## src/rtl/seg_digit_source_if.sv

```systemverilog
// seg_digit_source_if: bundles the control inputs and display-side outputs of
// seg_digit_source.
//   master: drives v_sync, run, up, load, load_val; observes ce, seg, digit, step
//   slave : the digit source itself
interface seg_digit_source_if;
    logic       v_sync;    // vertical sync from the display, active-low pulse
    logic       run;       // 1 = frame counting advances the digit
    logic       up;        // 1 = increment, 0 = decrement
    logic       load;      // one-clock load request
    logic [3:0] load_val;  // value to load
    logic       ce;        // pixel clock enable
    logic [6:0] seg;       // {a,b,c,d,e,f,g}, active-high
    logic [3:0] digit;     // current digit
    logic       step;      // one-clock pulse on step or load

    modport master (
        output v_sync, run, up, load, load_val,
        input  ce, seg, digit, step
    );

    modport slave (
        input  v_sync, run, up, load, load_val,
        output ce, seg, digit, step
    );
endinterface

```

## src/rtl/seg_digit_source.sv

```systemverilog
// seg_digit_source: single-digit source for a VGA seven-segment display.
// Holds a digit that steps once every FRAMES_PER_STEP frames (counted on the
// falling edge of v_sync), decodes it to seven-segment form and only updates
// seg in the cycle after a v_sync fall so a frame is never drawn torn.
// Also generates the pixel clock enable ce (1 of every CE_DIV clocks).
//   clk_i  : system clock
//   rst_ni : synchronous active-low reset
//   bus_io : seg_digit_source_if.slave (v_sync/run/up/load/load_val in,
//            ce/seg/digit/step out)
module seg_digit_source #(
    parameter int unsigned CE_DIV          = 1,
    parameter int unsigned FRAMES_PER_STEP = 60,
    parameter int unsigned HEX_MODE        = 0,
    parameter int unsigned INIT_DIGIT      = 0
) (
    input  logic                  clk_i,
    input  logic                  rst_ni,
    seg_digit_source_if.slave     bus_io
);

    localparam int unsigned CeW = (CE_DIV > 1) ? $clog2(CE_DIV) : 1;
    localparam int unsigned FcW = (FRAMES_PER_STEP > 1) ? $clog2(FRAMES_PER_STEP) : 1;
    localparam logic [CeW-1:0] CeMax    = CeW'(CE_DIV - 1);
    localparam logic [FcW-1:0] FcMax    = FcW'(FRAMES_PER_STEP - 1);
    localparam logic [3:0]     DigitMax = (HEX_MODE != 0) ? 4'hF : 4'd9;
    localparam logic [3:0]     InitVal  = 4'(INIT_DIGIT);

    typedef enum logic [1:0] {StWait, StRun, StHold} state_e;

    function automatic logic [6:0] decode(input logic [3:0] d);
        logic [6:0] s;
        unique case (d)
            4'h0: s = 7'b1111110;
            4'h1: s = 7'b0110000;
            4'h2: s = 7'b1101101;
            4'h3: s = 7'b1111001;
            4'h4: s = 7'b0110011;
            4'h5: s = 7'b1011011;
            4'h6: s = 7'b1011111;
            4'h7: s = 7'b1110000;
            4'h8: s = 7'b1111111;
            4'h9: s = 7'b1111011;
            4'hA: s = 7'b1110111;
            4'hB: s = 7'b0011111;
            4'hC: s = 7'b1001110;
            4'hD: s = 7'b0111101;
            4'hE: s = 7'b1001111;
            default: s = 7'b1000111;
        endcase
        return s;
    endfunction

    state_e         state_q;
    logic [CeW-1:0] ce_cnt_q;
    logic           ce_q;
    logic           v_q;
    logic           tick_q;
    logic [FcW-1:0] fcnt_q;
    logic           load_pend_q;
    logic [3:0]     load_val_q;
    logic [3:0]     digit_q;
    logic [6:0]     seg_q;
    logic           step_q;

    logic [3:0] digit_step_d;
    logic [3:0] load_sat_d;
    logic       fcnt_last_d;

    always_comb begin
        digit_step_d = digit_q;
        if (bus_io.up) begin
            digit_step_d = (digit_q == DigitMax) ? 4'd0 : digit_q + 4'd1;
        end else begin
            digit_step_d = (digit_q == 4'd0) ? DigitMax : digit_q - 4'd1;
        end
        // In decimal mode anything above 9 is clamped rather than wrapped.
        load_sat_d  = (bus_io.load_val > DigitMax) ? DigitMax : bus_io.load_val;
        fcnt_last_d = (fcnt_q == FcMax);
    end

    always_ff @(posedge clk_i) begin
        if (!rst_ni) begin
            state_q     <= StWait;
            ce_cnt_q    <= '0;
            ce_q        <= 1'b0;
            v_q         <= 1'b0;
            tick_q      <= 1'b0;
            fcnt_q      <= '0;
            load_pend_q <= 1'b0;
            load_val_q  <= 4'd0;
            digit_q     <= InitVal;
            seg_q       <= decode(InitVal);
            step_q      <= 1'b0;
        end else begin
            ce_cnt_q <= (ce_cnt_q == CeMax) ? '0 : ce_cnt_q + 1'b1;
            ce_q     <= (ce_cnt_q == CeMax);

            // v_q resets low so a v_sync already low at release is not an edge.
            v_q    <= bus_io.v_sync;
            tick_q <= v_q & ~bus_io.v_sync;

            step_q <= 1'b0;
            if (tick_q) begin
                // A pending load wins over a step due on the same tick.
                if (load_pend_q) begin
                    digit_q <= load_val_q;
                    seg_q   <= decode(load_val_q);
                    fcnt_q  <= '0;
                    step_q  <= 1'b1;
                end else if (state_q == StRun) begin
                    if (fcnt_last_d) begin
                        fcnt_q  <= '0;
                        digit_q <= digit_step_d;
                        seg_q   <= decode(digit_step_d);
                        step_q  <= 1'b1;
                    end else begin
                        fcnt_q <= fcnt_q + 1'b1;
                    end
                end
                load_pend_q <= 1'b0;
            end

            // A load coinciding with the applying tick stays pending (later NBA wins).
            if (bus_io.load) begin
                load_pend_q <= 1'b1;
                load_val_q  <= load_sat_d;
            end

            unique case (state_q)
                StWait: begin
                    if (tick_q) begin
                        state_q <= bus_io.run ? StRun : StHold;
                    end
                end
                StRun: begin
                    if (!bus_io.run) begin
                        state_q <= StHold;
                    end
                end
                StHold: begin
                    if (bus_io.run) begin
                        state_q <= StRun;
                    end
                end
                default: state_q <= StWait;
            endcase
        end
    end

    assign bus_io.ce    = ce_q;
    assign bus_io.seg   = seg_q;
    assign bus_io.digit = digit_q;
    assign bus_io.step  = step_q;

endmodule

```

## src/flat_wrapper.sv

```systemverilog
// flat-port wrapper written by rule: the top's interface ports become plain ports
module seg_digit_source_flat 
#(
    parameter int unsigned CE_DIV          = 1,
    parameter int unsigned FRAMES_PER_STEP = 60,
    parameter int unsigned HEX_MODE        = 0,
    parameter int unsigned INIT_DIGIT      = 0
)
  (clk_i, rst_ni, bus_io_v_sync, bus_io_run, bus_io_up, bus_io_load, bus_io_load_val, bus_io_ce, bus_io_seg, bus_io_digit, bus_io_step);
  seg_digit_source_if bus_io_i ();
  input  logic clk_i;
  input  logic rst_ni;
  input wire logic [$bits(bus_io_i.v_sync)-1:0] bus_io_v_sync;
  input wire logic [$bits(bus_io_i.run)-1:0] bus_io_run;
  input wire logic [$bits(bus_io_i.up)-1:0] bus_io_up;
  input wire logic [$bits(bus_io_i.load)-1:0] bus_io_load;
  input wire logic [$bits(bus_io_i.load_val)-1:0] bus_io_load_val;
  output wire logic [$bits(bus_io_i.ce)-1:0] bus_io_ce;
  output wire logic [$bits(bus_io_i.seg)-1:0] bus_io_seg;
  output wire logic [$bits(bus_io_i.digit)-1:0] bus_io_digit;
  output wire logic [$bits(bus_io_i.step)-1:0] bus_io_step;
  assign bus_io_i.v_sync = bus_io_v_sync;
  assign bus_io_i.run = bus_io_run;
  assign bus_io_i.up = bus_io_up;
  assign bus_io_i.load = bus_io_load;
  assign bus_io_i.load_val = bus_io_load_val;
  assign bus_io_ce = bus_io_i.ce;
  assign bus_io_seg = bus_io_i.seg;
  assign bus_io_digit = bus_io_i.digit;
  assign bus_io_step = bus_io_i.step;
  seg_digit_source #(.CE_DIV(CE_DIV), .FRAMES_PER_STEP(FRAMES_PER_STEP), .HEX_MODE(HEX_MODE), .INIT_DIGIT(INIT_DIGIT)) u_core (.clk_i(clk_i), .rst_ni(rst_ni), .bus_io(bus_io_i));
endmodule
```

## config.mk

```make
export PLATFORM = sky130hd
export DESIGN_NAME = seg_digit_source_flat
export DESIGN_NICKNAME = d
export VERILOG_FILES = /design/src/rtl/seg_digit_source_if.sv /design/src/rtl/seg_digit_source.sv /design/src/flat_wrapper.sv
export SDC_FILE = /design/constraint.sdc
export NUM_CORES = 1
export LEC_CHECK = 0
export CAP_MARGIN = 25
export CORE_MARGIN = 2
export CORE_UTILIZATION = 56
export CTS_CLUSTER_DIAMETER = 120
export DETAILED_ROUTE_END_ITERATION = 8
export GPL_TIMING_DRIVEN = 0
export PLACE_DENSITY = 0.88
export SLEW_MARGIN = 0
export SYNTH_ARGS = -nofsm -noshare
export SYNTH_HDL_FRONTEND = slang
export SYNTH_SLANG_ARGS = --single-unit
```

## constraint.sdc

```tcl
create_clock -name clk_i -period 2.7 [get_ports clk_i]
set_input_delay 0.54 -clock clk_i [delete_from_list [all_inputs] [get_ports clk_i]]
set_output_delay 0.54 -clock clk_i [all_outputs]
set_load 0.01 [all_outputs]
```

==> Word-level counts from Yosys, hierarchy flattened <==
Memory sizes are Yosys's and may differ from the RTL's. A register that Yosys moved wholly into a read port is not among the register bits.
Index checks and enable logic that the tools add are counted.
{ "classes": {"n_mux": 25, "eq_ne": 7, "addsub": 4, "order_cmp": 1, "bitwise_logic": 3, "n_reduce_logical": 10} }
{ "op_table": {"columns": ["operator", "n"], "rows": [
  ["$mux W4", 9],
  ["$mux W7", 3],
  ["$mux W6", 3],
  ["$mux W2", 4],
  ["$add A6 B1 Y6 const B", 1],
  ["$eq A6 B6 Y1 const B", 1],
  ["$pmux W2 S3", 1],
  ["$reduce_and A2 Y1", 3],
  ["$reduce_and A3 Y1", 2],
  ["$reduce_bool A2 Y1", 3],
  ["$mux W1", 5],
  ["$add A4 B1 Y4 const B", 1],
  ["$eq A4 B4 Y1 const B", 1],
  ["$gt A4 B4 Y1 const B", 1],
  ["$logic_not A4 Y1", 1],
  ["$ne A2 B2 Y1 const B", 2],
  ["$sub A4 B1 Y4 const B", 1],
  ["$eq A2 B1 Y1 const B", 1],
  ["$eq A2 B2 Y1 const B", 1],
  ["$logic_not A2 Y1", 1],
  ["$ne A2 B1 Y1 const B", 1],
  ["$not A1 Y1", 2],
  ["$add A1 B1 Y1 const B", 1],
  ["$and A1 B1 Y1", 1]
]} }
{ "totals": {"romBits": 224, "reg_bits": 29, "elab_cells": 63, "output_inout_bits": 13, "n_memories": 2, "input_bits": 10} }
{ "memory_table": {"columns": ["memory", "words", "width", "read_ports", "rd_clocked_by_memory_dff", "write_ports", "line_no", "rtl"], "rows": [
  ["(no name shown)", 16, 7, 1, 1, 0, "seg_digit_source.sv:32", "unique case (d)"],
  ["(no name shown)", 16, 7, 1, 0, 0, "seg_digit_source.sv:32", null]
]} }

==> Logic depth before layout (Yosys ltp) <==
Gate-level depths: netlist of the first run.
An unclocked memory read counts as a cell.
{ "depth": {"ltp_word": 7, "mapped_depth": 11, "mapped_depth_nobuf": 9} }

==> Worst setup path after synthesis of the first run <==
No wires, ideal clock.
{ "synth_timing": {"path_type": "reg2reg", "start": "register u_core.digit_q[3], in the netlist u_core.bus_io.digit[3]", "end": "register u_core.seg_q[5], in the netlist u_core.bus_io.seg[5]", "t_arrival_ps": 2085, "required_time_ps": 2554, "synth_period_minus_slack_ps": 2230, "setup_slack_ps": 470, "path_buffers": 1, "setup_ps": 146, "path_stages_with_launch": 9, "cell_sequence": "dfxtp_1 buf_2 nor2b_1 o21ai_0 o21ai_0 ha_1 mux2_4 o211ai_2 a41oi_1"} }
{ "synth_between": {"elab_chain_len": 7, "elab_cells_between_ends": 11, "classes_between": "2 x add/sub; 1 x eq/ne; 6 x mux; 1 x reduce/logical; 1 x memory"} }
{ "synth_lines": {"columns": ["item", "line_no", "rtl"], "rows": [
  ["start, declared", "seg_digit_source.sv:61", "logic [3:0] digit_q;"],
  ["start signal, assigned", "seg_digit_source.sv:91", "digit_q <= InitVal;"],
  ["start signal, assigned", "seg_digit_source.sv:106", "digit_q <= load_val_q;"],
  ["start signal, assigned", "seg_digit_source.sv:113", "digit_q <= digit_step_d;"],
  ["$sub A4 B1 Y4 (tied with other cells)", "seg_digit_source.sv:74", "digit_step_d = (digit_q == 4'd0) ? DigitMax : digit_q - 4'd1;"],
  ["$mux W4 (on tied branches)", "seg_digit_source.sv:74, seg_digit_source.sv:72", null],
  ["$mux W4 *", "seg_digit_source.sv:71", "if (bus_io.up) begin"],
  ["$mem_v2 Z16 W7 *", null, null],
  ["$mux W7 *", "seg_digit_source.sv:111", "if (fcnt_last_d) begin"],
  ["$mux W7 *", "seg_digit_source.sv:110", "end else if (state_q == StRun) begin"],
  ["$mux W7 *", "seg_digit_source.sv:105", "if (load_pend_q) begin"],
  ["end signal, assigned", "seg_digit_source.sv:92", "seg_q <= decode(InitVal);"],
  ["end signal, assigned", "seg_digit_source.sv:107", "seg_q <= decode(load_val_q);"],
  ["end signal, assigned", "seg_digit_source.sv:114", "seg_q <= decode(digit_step_d);"],
  ["end, declared", "seg_digit_source.sv:62", "logic [6:0] seg_q;"]
]} }
Mark *: on every way between the ends. The rest lies on a longest branch, timed or not. The select of a mux whose other input is x is not followed.
A chain may end at the register's enable or synchronous reset.

==> Final worst setup path of the first run <==
{ "layout_timing": {"start": "input bus_io_up", "end": "register u_core.seg_q[5], in the netlist u_core.bus_io.seg[5]"} }
{ "layout_between": {"elab_chain_len": 5} }
{ "layout_lines": {"columns": ["item", "line_no", "rtl"], "rows": [
  ["start, declared", "flat_wrapper.sv:15", "input wire logic [$bits(bus_io_i.up)-1:0] bus_io_up;"],
  ["$mux W4", "seg_digit_source.sv:71", null],
  ["$mem_v2 Z16 W7", null, null],
  ["$mux W7", "seg_digit_source.sv:111", null],
  ["$mux W7", "seg_digit_source.sv:110", null],
  ["$mux W7", "seg_digit_source.sv:105", null]
]} }
Every way passes these cells. The select of a mux whose other input is x is not followed.

==> results.json, run 1 <==
{
  "dp_hpwl_um": 3302,
  "start_kind": "input pin",
  "yosysTopAreaCell": "dfxtp_1",
  "crit_path_max_fanout": 10,
  "coreArea_sq_um": 3689,
  "status": "completed",
  "area_delta_synth_final_pct": 18.52,
  "io_buffers": 22,
  "setup_violations": 0,
  "htree_levels": 2,
  "clock_path_buffers": 2,
  "antenna_found_initial": 0,
  "fp.dieW_um": 66.23,
  "synthArstFlopShare_pct": 0,
  "clk_pin_slew_ns": 0.08,
  "crit_arrival_ns": 2.69,
  "total_power_mw": 1.179,
  "drive_above_1_share_pct": 10.25,
  "fp-row-count": 22,
  "cap_violations": 0,
  "ant_nets": 0,
  "endpoint_kind": "register",
  "critPathKind": "input pin to register",
  "fillers": 300,
  "dieArea_sq_um": 4386,
  "drv_slew": 0,
  "final_nets": 307,
  "fin_setup_tns_ns": 0,
  "ys_ff_latch": 36,
  "cts_tree": "built",
  "overflow": 0,
  "netlist_area_sq_um": 2168,
  "min_period_ns": 2.555,
  "ys_top_cells_by_count": "dfxtp_1, nand2_1, nor2_1, ha_1, nor2b_1",
  "combPwrFrac_pct": 11.6,
  "clock-skew-final_ns": 0.003037,
  "syn-num-nets": 278,
  "vias_per_cell": 5.686,
  "rsz0062_at_grt": "no",
  "vias": 1882,
  "wl_um": 4626,
  "drt_first_pass_iters": 4,
  "max_freq_ghz": 0.3913,
  "yosys.cell_count.top_type": "dfxtp_1",
  "powerDensity_nw_per_um2": 458.7,
  "die_h_um": 66.23,
  "avgSynthCellArea_sq_um": 8.570,
  "swShare_pct": 24.76,
  "worst_slack_ns": 0.1447,
  "max-slew-margin-rel_pct": 63.91,
  "grt_start_max_net_pins": 14,
  "synth_cells": 253,
  "switchingPower_mw": 0.2919,
  "clock-sinks": 36,
  "worstMarginPinSlew_ns": 0.5413,
  "critPathMaxStageDelay_ns": 0.56,
  "post-route-period-util_pct": 94.64,
  "ys_warn_count": 0,
  "finalHoldViolCount": 0,
  "netlist.area_leader.share_pct": 33.24,
  "ff_latch_area_sq_um": 720.7,
  "synth-edff-count": 0,
  "dp.cells": 323,
  "min_path_type": "register to register",
  "gp_congestion": 0.9243,
  "leakage_nw": 1.056,
  "grt_pass1_wl_um": 7921,
  "clk_latency_ns": 0.29,
  "ir_worst_vdd_uv": 449.1,
  "fin_cells": 331,
  "num_io_pins": 23,
  "required_ns": 2.84,
  "synthDistinctLibCells": 57,
  "p_seq_share_pct": 47.2,
  "cts_inserted_buffers": 5,
  "root_buffer": "clkbuf_8",
  "dp_slack_ns": -0.4776,
  "antennaDiodeCount": 0,
  "synth_flop_cell": "dfxtp_1",
  "synth_seq_area_share_pct": 33.24,
  "grt_usage_pct": 23.78,
  "p_int_mw": 0.8869,
  "grt_pass1_vias": 1727,
  "synthTopCellsByArea": "dfxtp_1, ha_1, nand2_1",
  "post-route-util_pct": 69.67,
  "crit_chain": "clkdlybuf4s50_1 > buf_4 > nor2_1 > o21ai_0 > o21ai_0 > o21ai_2 > ha_1 > mux2_4 > o211ai_2 > a41oi_1",
  "power.clock.fraction_pct": 41.2,
  "drc_errors": 0,
  "start_util_pct": 58.79,
  "cts_hold_buf": 0,
  "critPathMostFrequentCell": "o21ai_0",
  "drt-initial-drc-count": 150,
  "multi_input_area_sq_um": 1318,
  "post_drt_wl_per_cell_um": 13.98,
  "cp_slowest_cell": "clkdlybuf4s50_1"
}
## power by group through the flow
stage / sequential (mW) / clock, mW / combinational, mW
floorplan: 0.567 / 0 / 0.0903
global placement: 0.568 / 0 / 0.130
detailed placement: 0.568 / 0 / 0.132
CTS: 0.556 / 0.495 / 0.135
global route: 0.558 / 0.513 / 0.152
finish: 0.556 / 0.486 / 0.136
## cell usage in the layout, fill, tap and decap left out, types with 3 or more instances in the layout
cell	n
and2_1	5
ha_1	15
clkbuf_8	5
dfxtp_1	36
nor2_1	17
nor2b_1	12
nand2_1	24
clkdlybuf4s50_1	22
inv_1	8
a21boi_0	3
o21ai_1	3
o21ai_0	11
nor3b_1	4
nand2b_1	3
buf_2	4
o21a_1	3
a31oi_1	6
xor2_1	3
o311ai_1	3
mux2i_1	8
nand3b_1	3
buf_6	4
nand3_1	6
nand4_1	3
a21oi_1	10
clkbuf_1	6
nor3_1	7
and3_1	4
o211ai_1	3
a21boi_1	3
## critical path: cells and delay by family
family / cells / cell delay, ns
muxes: 1 / 0.27
and+or+nand+nor: 1 / 0.04
adders and majority gates: 1 / 0.31
AOI/OAI and AO/OA: 5 / 0.76
buffers and inverters: 2 / 0.76
## cell type report
cell class | instances | area share, %
inverters | 10 | 1.461
plain buffers | 16 | 3.846
repair buffers | 22 | 8.569
well taps | 48 | 2.337
flip-flops and latches | 36 | 28.04
multi-input cells | 191 | 51.27
clock buffers | 5 | 2.678
clock inverters | 3 | 1.801
## logic make-up after synthesis
kind of cell	count (synthesis)	synth area share [%]
and+or+nand+nor	94	22.45
AOI/OAI and AO/OA	66	21.75
DFF	36	33.24
buffers and inverters	26	6.289
adders and majority gates	15	8.656
muxes	10	5.424
xor gates and xnor gates	5	2.020
other	1	0.1729
## worst paths after layout
kind	startpoint	end	slack, ns	cells past startpoint
worst max register to register	u_core.bus_io.digit[0]	u_core.bus_io.seg[5]	0.35	10
worst max-delay path	bus_io_up	u_core.bus_io.seg[5]	0.14	10
worst min-delay path	u_core.ce_cnt_q	u_core.bus_io.ce	0.39	1
worst min register to register	u_core.ce_cnt_q	u_core.bus_io.ce	0.39	1
## per-stage QoR
step           hold WS, ns  area [sq um]
2_1_floorplan       0.3674          2168
3_3_place_gp        0.3710          2449
3_5_place_dp        0.3784          2449
4_1_cts             0.3893          2564
5_1_grt             0.4080          2570
6_report            0.3855          2570
## metal layers
metal  share of wire (%)  global-route usage [%]  vias to the layer above
li1                    -                       -                      956
met1                  47                   30.32                      875
met2                  48                   39.50                       42
met3                 3.9                   4.259                        9
met5                   0                       0                        -
met4                 1.7                   9.439                        0
## timing repair
item,CTS,global route
gates resized for setup,1,2
setup buffers,0,0
endpoints found under the setup margin,6,7
No activity file was read; power rests on OpenSTA's default activity.
==> inputs of run 2 (changes only) <==
- REMOVE_ABC_BUFFERS: default -> 1
==> run 2 against run 1 <==
Sequential share of layout area up 1.1 points. Maximum frequency up 3.5%. Register-to-register slack worse by 0.12 ns. Combinational power down 8%. Global-route usage down 2.4 points. Critical path type is now register to register.
==> results.json, run 2 (synthesis gave the netlist of run 1 again) <==
{
  "drt_first_pass_iters": 4,
  "cts_hold_buf": 0,
  "finalHoldViolCount": 0,
  "drive_above_1_share_pct": 7.836,
  "rsz0062_at_grt": "no",
  "drt-initial-drc-count": 153,
  "drv_slew": 0,
  "root_buffer": "clkbuf_8",
  "crit_path_max_fanout": 24,
  "clock_path_buffers": 2,
  "min_to": "u_core.bus_io.ce",
  "final_cell_mix": "dfxtp_1, nand2_1, clkdlybuf4s50_1",
  "htree_levels": 2,
  "overflow": 0,
  "vias": 1853,
  "wl_met3_um": 171,
  "clk_latency_ns": 0.29,
  "r2r_slack_ns": 0.23,
  "leakage_nw": 1.021,
  "dieArea_sq_um": 4386,
  "grt_usage_pct": 21.41,
  "worst_hold_path.num_cells": 1,
  "cts_tree": "built",
  "gp_congestion": 0.8102,
  "min_path_type": "register to register",
  "drc_errors": 0,
  "dr.max_layer_used": "met4",
  "dp_hpwl_um": 2970,
  "timing.rr.end": "u_core.bus_io.seg[5]",
  "fp-row-count": 22,
  "start_kind": "register",
  "required_ns": 2.84,
  "status": "completed",
  "start_util_pct": 58.79,
  "clk_pin_slew_ns": 0.08,
  "clock-sinks": 36,
  "clock-skew-final_ns": 0.007583,
  "vias_per_cell": 5.864,
  "min_period_ns": 2.468,
  "r2r_cells": 8,
  "antennaDiodeCount": 0,
  "fin_area_sq_um": 2476,
  "grt_start_max_net_pins": 34,
  "grt_pass1_vias": 1684,
  "ant_nets": 0,
  "dpl_cell_area_sq_um": 2350,
  "grt_pass1_wl_um": 7355,
  "final_nets": 292,
  "fin_cells": 316,
  "die_h_um": 66.23,
  "io_buffers": 22,
  "critPathKind": "register to register",
  "cts_inserted_buffers": 5,
  "wl_um": 4329,
  "area_delta_synth_final_pct": 14.19,
  "r2r_start": "u_core.bus_io.digit[0]",
  "cap_violations": 0,
  "num_io_pins": 23,
  "met2WireLength_um": 2163,
  "post-route-period-util_pct": 91.41,
  "wl_met1_um": 1927,
  "worstMarginPinSlew_ns": 0.8293,
  "max_freq_ghz": 0.4052,
  "total_power_mw": 1.072,
  "fp.dieW_um": 66.23,
  "coreArea_sq_um": 3689,
  "antenna_found_initial": 0,
  "layout_commonest_cell": "dfxtp_1",
  "hold_start": "u_core.ce_cnt_q",
  "dp.cells": 307,
  "post_drt_wl_per_cell_um": 13.70,
  "powerDensity_nw_per_um2": 433.1,
  "ir_worst_vdd_uv": 491.6,
  "endpoint_kind": "register",
  "crit_arrival_ns": 2.61,
  "setup_violations": 0,
  "max-slew-margin-rel_pct": 44.60
}
## run 2: cell types whose count changed in the layout (fill, tap and decap cells not counted), sizes merged
cell and change:
clkbuf -6, clkinv +1, dlymetal6s2s +2, dlygate4sd2 +1, clkdlybuf4s50 -3, bufinv -1
buf -9
## run 2: critical path, cell delays in order, from the launching register on
cell	delay (ns)
dfxtp_1	0.81
inv_1	0.27
nand2_1	0.11
nand3_1	0.09
o21ai_2	0.17
ha_1	0.32
mux2_4	0.28
o211ai_2	0.14
a41oi_1	0.12
## run 2: how the worst max path moves through the flow
stage / from / endpoint / slack (ns) / cells past startpoint
after floorplan: u_core.bus_io.digit[0] / u_core.bus_io.seg[5] / 0.34 / 8
after global placement: bus_io_up / u_core.bus_io.seg[5] / -0.57 / 9
after detailed placement: rst_ni / register / -0.58 / 6
after CTS: rst_ni / register / 0.003 / 6
after global routing: u_core.bus_io.digit[0] / u_core.bus_io.seg[5] / 0.02 / 8
final: u_core.bus_io.digit[0] / u_core.bus_io.seg[5] / 0.23 / 8
## run 2: layout make-up
cell class	count	area, sq um
sequential	36	720.7
clock buffer	5	68.82
timing repair buffer	23	239.0
multi-input combinational	191	1329
fill	306	1212
tap	48	60.06
inverter	10	37.54
clock inverter	3	21.27
## run 2: what timing repair did
item	in CTS	in global routing
setup endpoints to repair	10	7
setup buffers	0	0
resized for setup	4	3
## run 2: routing by layer
metal,GRT usage (%),vias up
li1,-,924
met1,26.50,875
met2,36.63,48
met3,3.578,6
met4,8.673,0
met5,0,-
## run 2: report_power, final
| part | switching (mW) | leakage, nW | internal [mW] |
|---|---|---|---|
| clock network | 0.203 | 0.0445 | 0.183 |
| registers | 0.0136 | 0.294 | 0.549 |
| logic | 0.0672 | 0.683 | 0.0574 |
## run 2: through the flow
step | worst slack (ns) | hold WS, ns | utilization [%] | setup TNS (ns)
2_1_floorplan | 0.3382 | 0.3674 | - | 0
3_3_place_gp | -0.5664 | 0.3690 | 63.70 | -4.903
3_5_place_dp | -0.5827 | 0.3746 | 63.70 | -5.816
4_1_cts | 0.002689 | 0.3864 | 66.52 | 0
5_1_grt | 0.01905 | 0.4009 | 67.13 | 0
6_report | 0.2320 | 0.3884 | 67.13 | 0
==> inputs of run 3 (changes only) <==
- CORE_MARGIN: 2 -> 8
==> run 3 against run 2 <==
Total power fell by 0.70%. Largest power group unchanged. Cell count did not move. Sequential cell count did not move.
==> results.json, run 3 (synthesis gave the netlist of run 1 again) <==
{
  "root_buffer": "clkbuf_8",
  "max_freq_ghz": 0.3991,
  "drv_slew": 0,
  "worstMarginPinSlew_ns": 0.8240,
  "start_util_pct": 58.79,
  "drive_above_1_share_pct": 7.463,
  "power.clock.fraction_pct": 35.4,
  "drc_errors": 0,
  "num_io_pins": 23,
  "post_drt_wl_per_cell_um": 14.08,
  "worst_slack_ns": 0.1944,
  "dpl_cell_area_sq_um": 2350,
  "clock-skew-final_ns": 0.004080,
  "combPwrFrac_pct": 11.8,
  "dieArea_sq_um": 6119,
  "worst_hold_path.num_cells": 1,
  "cap_violations": 0,
  "setup_violations": 0,
  "dp_hpwl_um": 3076,
  "status": "completed",
  "max-slew-margin-rel_pct": 44.96,
  "rsz0062_at_grt": "no",
  "grt_pass1_vias": 1615,
  "start_kind": "input pin",
  "htree_levels": 2,
  "grt_usage_pct": 15.10,
  "crit_arrival_ns": 2.74,
  "switchingPower_mw": 0.2724,
  "cp-startpoint": "bus_io_load",
  "clock-sinks": 36,
  "r2r_start": "u_core.bus_io.digit[3]",
  "fin_area_sq_um": 2482,
  "swShare_pct": 25.58,
  "clk_pin_slew_ns": 0.07,
  "r2r_cells": 7,
  "grt_pass1_wl_um": 7514,
  "dp_slack_ns": -0.6079,
  "antennaDiodeCount": 0,
  "fp-row-count": 22,
  "p_seq_share_pct": 52.8,
  "overflow": 0,
  "clock_path_buffers": 2,
  "clk_latency_ns": 0.29,
  "fillers": 311,
  "vias": 1816,
  "leakage_nw": 1.016,
  "ant_nets": 0,
  "hold_start": "u_core.ce_cnt_q",
  "fp.dieW_um": 78.23,
  "critPathKind": "input pin to register",
  "antenna_found_initial": 0,
  "drt_first_pass_iters": 4,
  "postCtsSetupBuffers": 0,
  "vias_per_cell": 5.747,
  "p_int_mw": 0.7926,
  "endpoint_kind": "register",
  "final_nets": 292,
  "post-route-period-util_pct": 92.80,
  "layout_commonest_cell": "dfxtp_1",
  "die_h_um": 78.23,
  "coreArea_sq_um": 3689,
  "grt_start_max_net_pins": 34,
  "ir_worst_vdd_uv": 311.5,
  "final_cell_mix": "dfxtp_1, nand2_1, clkdlybuf4s50_1",
  "drt-initial-drc-count": 223,
  "cts_tree": "built",
  "gp_congestion": 0.8269,
  "min_path_type": "register to register",
  "io_buffers": 22,
  "powerDensity_nw_per_um2": 429.0,
  "min_period_ns": 2.506,
  "area_delta_synth_final_pct": 14.48,
  "crit_path_max_fanout": 7,
  "required_ns": 2.94,
  "finalHoldViolCount": 0,
  "wl_um": 4450,
  "cts_inserted_buffers": 5
}
-- run 3: changes by cell type in the layout (fill, tap and decap cells not counted), sizes merged --
cell / before / now
clkbuf: 5 / 7
clkdlybuf4s50: 19 / 20
clkinvlp: 1 / 0
dlymetal6s2s: 2 / 1
inv: 10 / 9
-- run 3: worst paths after layout --
kind,slack (ns),to
hold / removal,0.38,u_core.bus_io.ce
hold reg to reg,0.38,u_core.bus_io.ce
setup / recovery,0.19,register
setup reg to reg,0.37,u_core.bus_io.seg[5]
-- run 3: repair_timing --
action | CTS | global route
endpoints found under the setup margin | 10 | 4
gates resized for setup | 4 | 3
endpoints found under the hold margin | 0 | 0
hold buffers | 0 | 0
-- run 3: final cells by class --
| type | count | area, sq um | area share [%] |
|---|---|---|---|
| Tap cell | 48 | 60.06 | 2.419 |
| Inverter | 10 | 37.54 | 1.512 |
| Multi-Input combinational cell | 191 | 1329 | 53.53 |
| Clock buffer | 7 | 76.32 | 3.075 |
| Timing Repair Buffer | 23 | 249.0 | 10.03 |
| Clock inverter | 1 | 8.758 | 0.3528 |
| Sequential cell | 36 | 721.9 | 29.08 |
-- run 3: through the flow --
stage / hold WS (ns) / power (mW) / TNS [ns] / utilization (%) / std cells
2_1_floorplan: 0.3674 / 0.6472 / 0 / - / 237
3_3_place_gp: 0.3682 / 0.6905 / -4.872 / 63.70 / 307
3_5_place_dp: 0.3756 / 0.6942 / -5.421 / 63.70 / 307
4_1_cts: 0.3856 / 1.068 / 0 / 66.38 / 315
5_1_grt: 0.4013 / 1.111 / 0 / 67.30 / 316
6_report: 0.3826 / 1.065 / 0 / 67.30 / 316
-- run 3: metal layers --
metal	up-vias	track usage [%]	part of all wire, %
li1	919	-	-
met1	854	17.67	45
met2	37	24.19	49
met3	6	3.531	3.8
met4	0	9.815	2.1
met5	-	0	0
-- run 3: worst max-delay path: stages --
cell,delay (ns)
clkdlybuf4s50_1,0.63
nor2b_1,0.25
a21oi_1,0.13
nor2b_2,0.22
inv_1,0.14
ha_1,0.33
mux4_2,0.45
inv_1,0.06
-- run 3: power by group through the flow --
stage               sequential (mW)  combinational, mW  clock, mW
floorplan                     0.571             0.0763          0
global placement              0.574              0.117          0
detailed placement            0.574              0.120          0
CTS                           0.562              0.121      0.385
global route                  0.565              0.140      0.405
finish                        0.562              0.126      0.377
